`src/rtl/alu_stream.sv`:
```
// Streaming registered ALU: operands in on a valid/ready beat, results with {V,C,N,Z} flags
// out through a DEPTH-entry in-order queue, plus a carry register for multi-word add chains.
module alu_stream #(
   parameter int WIDTH = 8,
   parameter int DEPTH = 2
) (
   input  logic             clk,
   input  logic             rst_n,
   input  logic             flush,
   input  logic             in_valid,
   output logic             in_ready,
   input  logic [WIDTH-1:0] in_a,
   input  logic [WIDTH-1:0] in_b,
   input  logic [3:0]       in_sel,
   output logic             out_valid,
   input  logic             out_ready,
   output logic [WIDTH-1:0] out_result,
   output logic [3:0]       out_flags,
   output logic             carry_q
);

   localparam int SW = $clog2(WIDTH);
   localparam int PW = (DEPTH > 1) ? $clog2(DEPTH) : 1;
   localparam int CW = $clog2(DEPTH + 1);
   localparam int EW = WIDTH + 4;

   localparam logic [CW-1:0] CNT_ONE  = CW'(1'b1);
   localparam logic [CW-1:0] CNT_FULL = CW'(DEPTH);
   localparam logic [PW-1:0] PTR_ONE  = PW'(1'b1);
   localparam logic [PW-1:0] PTR_LAST = PW'(DEPTH - 1);
   localparam logic [SW:0]   AMT_W    = (SW + 1)'(WIDTH);

   localparam logic [3:0] OP_ADD  = 4'd0,  OP_SUB  = 4'd1,  OP_AND  = 4'd2,  OP_OR   = 4'd3;
   localparam logic [3:0] OP_XOR  = 4'd4,  OP_NOT  = 4'd5,  OP_SHL  = 4'd6,  OP_SHR  = 4'd7;
   localparam logic [3:0] OP_SRA  = 4'd8,  OP_ROL  = 4'd9,  OP_ROR  = 4'd10, OP_SLT  = 4'd11;
   localparam logic [3:0] OP_SLTU = 4'd12, OP_MUL  = 4'd13, OP_ADDC = 4'd14, OP_PASS = 4'd15;

   function automatic logic [PW-1:0] ptr_next(input logic [PW-1:0] p);
      return (p == PTR_LAST) ? {PW{1'b0}} : p + PTR_ONE;
   endfunction

   logic [EW-1:0]      mem_r [DEPTH];
   logic [PW-1:0]      rd_ptr_r, wr_ptr_r;
   logic [CW-1:0]      count_r;
   logic               carry_r;

   logic [SW-1:0]      amt_s;
   logic               amt_nz_s, cin_s, c_s, v_s, push_s, pop_s;
   logic [WIDTH:0]     sum_s, diff_s, shl_s, shr_s, sra_s;
   logic [2*WIDTH-1:0] prod_s;
   logic [WIDTH-1:0]   rol_s, ror_s, res_s;
   logic [3:0]         flags_s;
   logic [EW-1:0]      head_s;

   // Operation datapath and flag generation for the beat currently offered.
   always_comb begin
      amt_s    = in_b[SW-1:0];
      amt_nz_s = (amt_s != {SW{1'b0}});
      cin_s    = (in_sel == OP_ADDC) ? carry_r : 1'b0;
      sum_s    = {1'b0, in_a} + {1'b0, in_b} + {{WIDTH{1'b0}}, cin_s};
      diff_s   = {1'b0, in_a} - {1'b0, in_b};
      prod_s   = {{WIDTH{1'b0}}, in_a} * {{WIDTH{1'b0}}, in_b};
      // Extra bit beside the operand captures the last bit shifted out (zero for amount 0).
      shl_s    = {1'b0, in_a} << amt_s;
      shr_s    = {in_a, 1'b0} >> amt_s;
      sra_s    = $unsigned($signed({in_a, 1'b0}) >>> amt_s);
      rol_s    = (in_a << amt_s) | (in_a >> (AMT_W - {1'b0, amt_s}));
      ror_s    = (in_a >> amt_s) | (in_a << (AMT_W - {1'b0, amt_s}));
      res_s    = {WIDTH{1'b0}};
      c_s      = 1'b0;
      v_s      = 1'b0;
      case (in_sel)
         OP_ADD, OP_ADDC: begin
            res_s = sum_s[WIDTH-1:0];
            c_s   = sum_s[WIDTH];
            v_s   = (in_a[WIDTH-1] == in_b[WIDTH-1]) && (res_s[WIDTH-1] != in_a[WIDTH-1]);
         end
         OP_SUB: begin
            res_s = diff_s[WIDTH-1:0];
            c_s   = diff_s[WIDTH];
            v_s   = (in_a[WIDTH-1] != in_b[WIDTH-1]) && (res_s[WIDTH-1] != in_a[WIDTH-1]);
         end
         OP_AND:  res_s = in_a & in_b;
         OP_OR:   res_s = in_a | in_b;
         OP_XOR:  res_s = in_a ^ in_b;
         OP_NOT:  res_s = ~in_a;
         OP_SHL: begin
            res_s = shl_s[WIDTH-1:0];
            c_s   = shl_s[WIDTH];
         end
         OP_SHR: begin
            res_s = shr_s[WIDTH:1];
            c_s   = shr_s[0];
         end
         OP_SRA: begin
            res_s = sra_s[WIDTH:1];
            c_s   = sra_s[0];
         end
         OP_ROL: begin
            res_s = rol_s;
            c_s   = amt_nz_s & rol_s[0];
         end
         OP_ROR: begin
            res_s = ror_s;
            c_s   = amt_nz_s & ror_s[WIDTH-1];
         end
         OP_SLT:  res_s = {{(WIDTH-1){1'b0}}, ($signed(in_a) < $signed(in_b))};
         OP_SLTU: res_s = {{(WIDTH-1){1'b0}}, (in_a < in_b)};
         OP_MUL: begin
            res_s = prod_s[WIDTH-1:0];
            c_s   = |prod_s[2*WIDTH-1:WIDTH];
         end
         OP_PASS: res_s = in_b;
         default: res_s = {WIDTH{1'b0}};
      endcase
      flags_s = {v_s, c_s, res_s[WIDTH-1], (res_s == {WIDTH{1'b0}})};
   end

   assign in_ready = rst_n & ~flush & (count_r != CNT_FULL);
   assign push_s   = in_valid & in_ready;
   assign pop_s    = out_valid & out_ready;

   // Result queue, pointers and carry register; flush clears everything except stored data.
   always_ff @(posedge clk or negedge rst_n) begin
      if (!rst_n) begin
         for (int i = 0; i < DEPTH; i++) mem_r[i] <= {EW{1'b0}};
         rd_ptr_r <= {PW{1'b0}};
         wr_ptr_r <= {PW{1'b0}};
         count_r  <= {CW{1'b0}};
         carry_r  <= 1'b0;
      end else if (flush) begin
         rd_ptr_r <= {PW{1'b0}};
         wr_ptr_r <= {PW{1'b0}};
         count_r  <= {CW{1'b0}};
         carry_r  <= 1'b0;
      end else begin
         if (push_s) begin
            mem_r[wr_ptr_r] <= {flags_s, res_s};
            wr_ptr_r        <= ptr_next(wr_ptr_r);
            carry_r         <= c_s;
         end
         if (pop_s) rd_ptr_r <= ptr_next(rd_ptr_r);
         if (push_s && !pop_s)      count_r <= count_r + CNT_ONE;
         else if (pop_s && !push_s) count_r <= count_r - CNT_ONE;
         else                       count_r <= count_r;
      end
   end

   assign head_s     = mem_r[rd_ptr_r];
   assign out_valid  = (count_r != {CW{1'b0}});
   assign out_result = out_valid ? head_s[WIDTH-1:0] : {WIDTH{1'b0}};
   assign out_flags  = out_valid ? head_s[EW-1:WIDTH] : 4'd0;
   assign carry_q    = carry_r;

endmodule

```
`config.mk`:
```
export PLATFORM = sky130hd
export DESIGN_NAME = alu_stream
export DESIGN_NICKNAME = d
export VERILOG_FILES = /design/src/rtl/alu_stream.sv
export SDC_FILE = /design/constraint.sdc
export NUM_CORES = 1
export LEC_CHECK = 0
export ABC_AREA = 1
export BUFFER_PORTS_ARGS = -buffer_cell sky130_fd_sc_hd__buf_2
export CORE_MARGIN = 4
export CORE_UTILIZATION = 45
export DETAILED_ROUTE_END_ITERATION = 8
export PLACE_DENSITY = 0.71
export SKIP_CTS_REPAIR_TIMING = 1
export SYNTH_ARGS = -nofsm -noshare
export SYNTH_HDL_FRONTEND = slang
export SYNTH_SLANG_ARGS = --single-unit
```
`constraint.sdc`:
```
create_clock -name clk -period 2.65 [get_ports clk]
set_clock_uncertainty 0.2 [all_clocks]
set_input_delay 0.3975 -clock clk [delete_from_list [all_inputs] [get_ports clk]]
set_output_delay 0.3975 -clock clk [all_outputs]
set_load 0.01 [all_outputs]
```
Word level (Yosys, flattened, before mapping)
Cells that the tools add are included.
{"block": "word_totals", "rom_bits": 0, "n_memories": 0, "ram_bits": 0, "out_inout_bits": 15, "reg_bits": 29, "latch_bits": 0, "elab_cells": 102}
{"block": "op_classes", "n_mul": 1, "n_addsub": 8, "n_bitwise": 15, "div": 0, "n_mux": 23, "n_reduce_logical": 17, "n_eq_ne": 20, "shifts": 7, "n_lt_le_gt_ge": 5}
{"operator": "one-hot mux 8 bit (15 select lines)", "n": 1}
{"operator": "2-to-1 mux 12 bit", "n": 4}
{"operator": "== test 4 bit (second input constant)", "n": 8}
{"operator": "bitwise mux 24 bit", "n": 1}
{"operator": "OR 8 bit", "n": 3}
{"operator": "== test 4 x 3 -> 1 bit (second input constant)", "n": 4}
{"operator": "< comparator 8 bit", "n": 2}
{"operator": "multiplier 8 x 8 -> 16 bit", "n": 1}
{"operator": "demux 12 bit (select 1 bit)", "n": 1}
{"operator": "adder 8 x 8 -> 9 bit", "n": 1}
{"operator": "adder 9 x 1 -> 9 bit", "n": 1}
{"operator": "2-to-1 mux 1 bit", "n": 9}
{"operator": "<< shifter 8 x 3 -> 9 bit", "n": 1}
{"operator": "right shift 9 x 3 -> 9 bit", "n": 1}
{"operator": ">>> shifter 9 x 3 -> 9 bit", "n": 1}
{"operator": "subtractor 8 x 8 -> 9 bit", "n": 1}
{"operator": "AND 8 bit", "n": 1}
{"operator": "== test 4 x 2 -> 1 bit (second input constant)", "n": 2}
{"operator": "zero test 8 bit", "n": 1}
{"operator": "2-to-1 mux 8 bit", "n": 1}
{"operator": "NOT 8 bit", "n": 1}
{"operator": "one-hot mux 1 bit (8 select lines)", "n": 1}
{"operator": "OR reduction 8 bit", "n": 1}
{"operator": "<< shifter 8 x 3 -> 8 bit", "n": 1}
{"operator": "27 further kinds", "n": 47}

Logic depth before layout (Yosys ltp)
{"block": "depth", "word_depth": 9, "ltp_mapped": 27}

Worst setup path before layout
Ideal clock, no wire load.
{"block": "synth_path", "path_type": "input -> register", "startpoint": "in in_b[7]", "endpoint": "reg mem_r[22] in the netlist's numbering", "stages": 23, "t_required_ns": 2.333, "t_arrival_ns": 4.212, "slack_ns": -1.879, "path_buffers": 1, "cell_sequence": "clkbuf_1 > nand2_1 > fa_1 > fa_1 > inv_1 > fa_1 > inv_1 > fa_1 > inv_1 > ha_1 > a21o_1 > nand2_1 > nand3_1 > nand2_1 > nand2_1 > nand2_1 > nand2_1 > nor2_1 > nand3_1 > nand2_1 > nand2_1 > nand2_1 > nand2_1"}
{"block": "synth_between", "elab_chain_len": 4, "word_cells_on_any_way": 7}
{"item": "start: declaration", "line_no": "13", "source": "input logic [WIDTH-1:0] in_b,"}
{"item": "multiplier 8 x 8 -> 16 bit / adder 8 x 8 -> 9 bit (equally long branches)", "line_no": "62, 60"}
{"item": "OR reduction 8 bit / adder 9 x 1 -> 9 bit (equally long branches)", "line_no": "111, 60"}
{"item": "one-hot mux 1 bit (8 select lines) *", "line_no": "72", "source": "case (in_sel)"}
{"item": "bitwise mux 24 bit *", "line_no": "138", "source": "mem_r[wr_ptr_r] <= {flags_s, res_s};"}
{"item": "end signal: indexed assignment", "line_no": "138"}
{"item": "end: declaration", "line_no": "42", "source": "logic [EW-1:0] mem_r [DEPTH];"}
Every way passes the cells marked *; elsewhere a longest branch is shown, timed or not.
A chain may end at the register's enable or synchronous reset.

Worst setup path in the final report
{"block": "layout_path", "startpoint": "in in_a[3]", "endpoint": "reg mem_r[10] in the netlist's numbering"}
{"block": "layout_between", "elab_chain_len": 5, "word_cells_on_any_way": 18}
{"item": "start: declaration", "line_no": "12", "source": "input logic [WIDTH-1:0] in_a,"}
{"item": "parallel branches: the longest is 3 deep, another holds multiplier 8 x 8 -> 16 bit"}
{"item": "one-hot mux 1 bit (8 select lines) *", "line_no": "72"}
{"item": "bitwise mux 24 bit *", "line_no": "138"}
Every way passes the cells marked *.

==> metrics.yaml <==
clock_network:
  htreeDepth: 1
  clockBufferDepth: 2
  cts_inserted_buffers: 3
  path_clk_slew_ns: 0.07
  cts_sinks: 27
  cts_tree: "built"
  cts-root-buf: "clkbuf_16"
  insertion_delay_ns: 0.26
place:
  dpl_cell_area_sq_um: 7850
  portBuffers: 39
  place_congestion: 1.02
  dp_hpwl_um: 17500
die:
  coreArea_sq_um: 13300
  io_pins: 40
  die_h_um: 125
  start_util_pct: 46.1
  fp.dieArea_sq_um: 15600
  rows: 42
  die_w_um: 125
global_route:
  antenna_found_initial: 0
  grt_overflow: 0
  grt_max_degree: 28
  grt_pass1_vias: 6848
  grt_pass1_wl_um: 33500
  grt.total_usage_pct: 26.1
hold_path:
  min_from: "out_ready"
  hold_class: "primary input to flop"
worst_setup_path:
  max_stage_delay_ns: 0.55
  critPathKind: "primary input to flop"
  path_cells: "buf_6 -> buf_6 -> nand2_2 -> fa_1 -> fa_1 -> fa_1 -> fa_1 -> inv_2 -> ha_4 -> nand2_2 -> inv_2 -> nand2_1 -> nand3_2 -> nand2_2 -> nand2_1 -> nand2_1 -> nand2_1 -> nor2_2 -> nand3_2 -> nand2_2 -> nand2_2 -> nand2_2 -> nand2_1"
  crit_slowest_cell: "fa_1"
  path_common_cell: "nand2_2"
  crit_family: "adder cells"
  worstSetupStartpointType: "primary input"
  startpoint: "in_a[3]"
  critPathArrivalTime_ns: 4.19
  cp_max_fo: 5
  path_buf_inv: 4
  r2r-start: "carry_q"
  end_kind: "flop"
  crit_required_ns: 2.61
synthesis:
  avgSynthCellArea_sq_um: 5.90
  synth-seq-area-share_pct: 11.0
  synth_edf_count: 0
  ys_ff_latch: 27
  synth_flop_cell: "dfrtp_1"
  async_reset_ff_share_pct: 100
  syn-cell-area_sq_um: 6130
  synth_cell_types: 33
  syn_inst: 1039
  yosysWarnings: 0
  syn_nets: 1166
finish:
  design_area_sq_um: 8520
  nets: 1352
  multiInputGateArea_sq_um: 5170
  antenna_cells: 0
  drive_above_1_share_pct: 27.7
  seq_area_sq_um: 676
  fillers: 1225
  areaGrowthSynthToFinish_pct: 39.0
power_and_ir_drop:
  p_sw_share_pct: 47.2
  power.internal_mw: 2.32
  powerDensity_nw_per_um2: 517
  leakagePower_nw: 4.74
  ir_drop_uv: 801
  p_switching_mw: 2.08
  seqPwrFrac_pct: 14.8
  p_comb_share_pct: 77.4
  p_total_mw: 4.41
  p_clk_share_pct: 7.8
sta:
  layout_min_cycle_time_ns: 4.23
  hold_viol: 0
  hold_slack_ns: 0.241
  grt_setup_unrepaired: "yes"
  fmax_mhz: 236
  tightest_slew_ns: 0.716
  worst_slack_ns: -1.58
  slew_headroom_pct: 52.1
  maxSlewViolCount: 0
  final-setup-viol-count: 16
  post-route-period-util_pct: 160
route:
  drt_iter0_drc: 723
  routed_wl_um: 21700
  drt-pass1-iter-count: 6
  ant_nets: 0
  via_count: 7365
  drcViolationCount: 0
  routedWlPerCell_um: 15.5
  viasPerCell: 5.26
outcome:
  status: "finished with violations"
  violations: "setup timing"
run:
  cap_violations: 0
==> flip-flops by register name, summed over array words and instances, names as in the netlist <==
| name | cells |
|---|---|
| mem_r | 22 |
| count_r | 2 |
| carry_q | 1 |
| rd_ptr_r | 1 |
| wr_ptr_r | 1 |
==> synth_stat cells (2+ instances only) <==
cell | instances | area [sq um]
nand2_1 | 358 | 1340
inv_1 | 161 | 604
nand3_1 | 130 | 651
nor2_1 | 77 | 289
ha_1 | 63 | 788
fa_1 | 39 | 781
a21oi_1 | 38 | 190
o21ai_0 | 38 | 190
dfrtp_1 | 27 | 676
clkbuf_1 | 26 | 97.6
nand4_1 | 12 | 75.1
buf_2 | 10 | 50.1
a31oi_1 | 7 | 43.8
xor2_1 | 7 | 61.3
inv_2 | 5 | 18.8
o211ai_1 | 5 | 37.5
o21ai_1 | 5 | 25.0
xnor2_1 | 5 | 43.8
nor2_2 | 4 | 25.0
nor3_1 | 4 | 20.0
a21o_1 | 2 | 15.0
buf_1 | 2 | 7.51
nand3b_1 | 2 | 15.0
nor3b_1 | 2 | 15.0
o22ai_1 | 2 | 12.5
==> kinds of logic after synthesis <==
| family | count (synthesis) | share of synthesized area (%) |
|---|---|---|
| AOI/OAI and AO/OA | 102 | 9.04 |
| DFF | 27 | 11.0 |
| and+or+nand+nor | 590 | 39.8 |
| xor gates and xnor gates | 12 | 1.71 |
| buffers and inverters | 206 | 12.9 |
| adders and majority gates | 102 | 25.6 |
==> layout make-up <==
type                            instances  share of cell area [%]
Clock buffer                            3                   0.881
Multi-Input combinational cell        806                    60.7
Clock inverter                          1                  0.0587
Tap cell                              176                    2.58
Sequential cell                        27                    7.93
Inverter                              167                    7.44
Timing Repair Buffer                  220                    20.4
==> layout by cell type, fill, tap and decap left out, drive strengths merged, types with 2 or more instances in the layout <==
cell    count
a21o        2
a21oi      39
a31oi       7
buf       217
clkbuf      5
clkinv      2
dfrtp      27
fa         39
ha         63
inv       166
nand2     358
nand3     130
nand3b      2
nand4      12
nor2       81
nor3        4
nor3b       2
o211ai      5
o21ai      43
o22ai       2
xnor2       5
xor2        7
==> path summary, 6_finish.rpt <==
path | slack, ns | cells past startpoint | endpoint
max | -1.58 | 23 | mem_r[10]
min | 0.24 | 3 | rd_ptr_r
max reg2reg | -0.17 | 13 | mem_r[10]
min reg2reg | 0.29 | 2 | mem_r[12]
max in group asynchronous | 1.50 | 3 | mem_r[13]
min in group asynchronous | 0.49 | 3 | count_r[1]
==> worst reg2reg max path: stages (launching register included) <==
cell and delay, ns:
dfrtp_1 0.40, nand2_1 0.09, fa_1 0.42, fa_1 0.43, o21ai_0 0.18, buf_4 0.14
buf_4 0.11, nand4_1 0.12, a21oi_1 0.23, nor3b_1 0.09, buf_4 0.15, nand2_2 0.08
nand2_2 0.05, nand2_1 0.07
==> power groups by stage <==
| stage | Sequential [mW] | Combinational, mW | Clock [mW] |
|---|---|---|---|
| CTS | 0.652 | 3.02 | 0.349 |
| detailed placement | 0.658 | 2.99 | 0 |
| global route | 0.671 | 3.80 | 0.368 |
| finish | 0.652 | 3.41 | 0.346 |
| floorplan | 0.627 | 2.01 | 0 |
| global placement | 0.651 | 2.94 | 0 |
==> metal layers <==
layer | track usage [%] | up-vias | part of all wire [%]
li1 | - | 3638 | -
met1 | 35.0 | 3368 | 41
met2 | 45.0 | 306 | 49
met3 | 2.27 | 53 | 7.0
met4 | 6.96 | 0 | 2.8
met5 | 0 | - | 0
==> metrics by stage <==
stage / TNS (ns) / instances / util (%) / setup WS, ns
after floorplan: -15.27 / 1039 / - / -1.51
after global placement: -25.96 / 1384 / 59.0 / -1.89
after detailed placement: -26.65 / 1384 / 59.0 / -1.95
after CTS: -20.87 / 1388 / 59.6 / -1.70
after global routing: -21.80 / 1400 / 64.1 / -1.78
final: -18.88 / 1400 / 64.1 / -1.58
No activity file was read; power rests on OpenSTA's default activity.
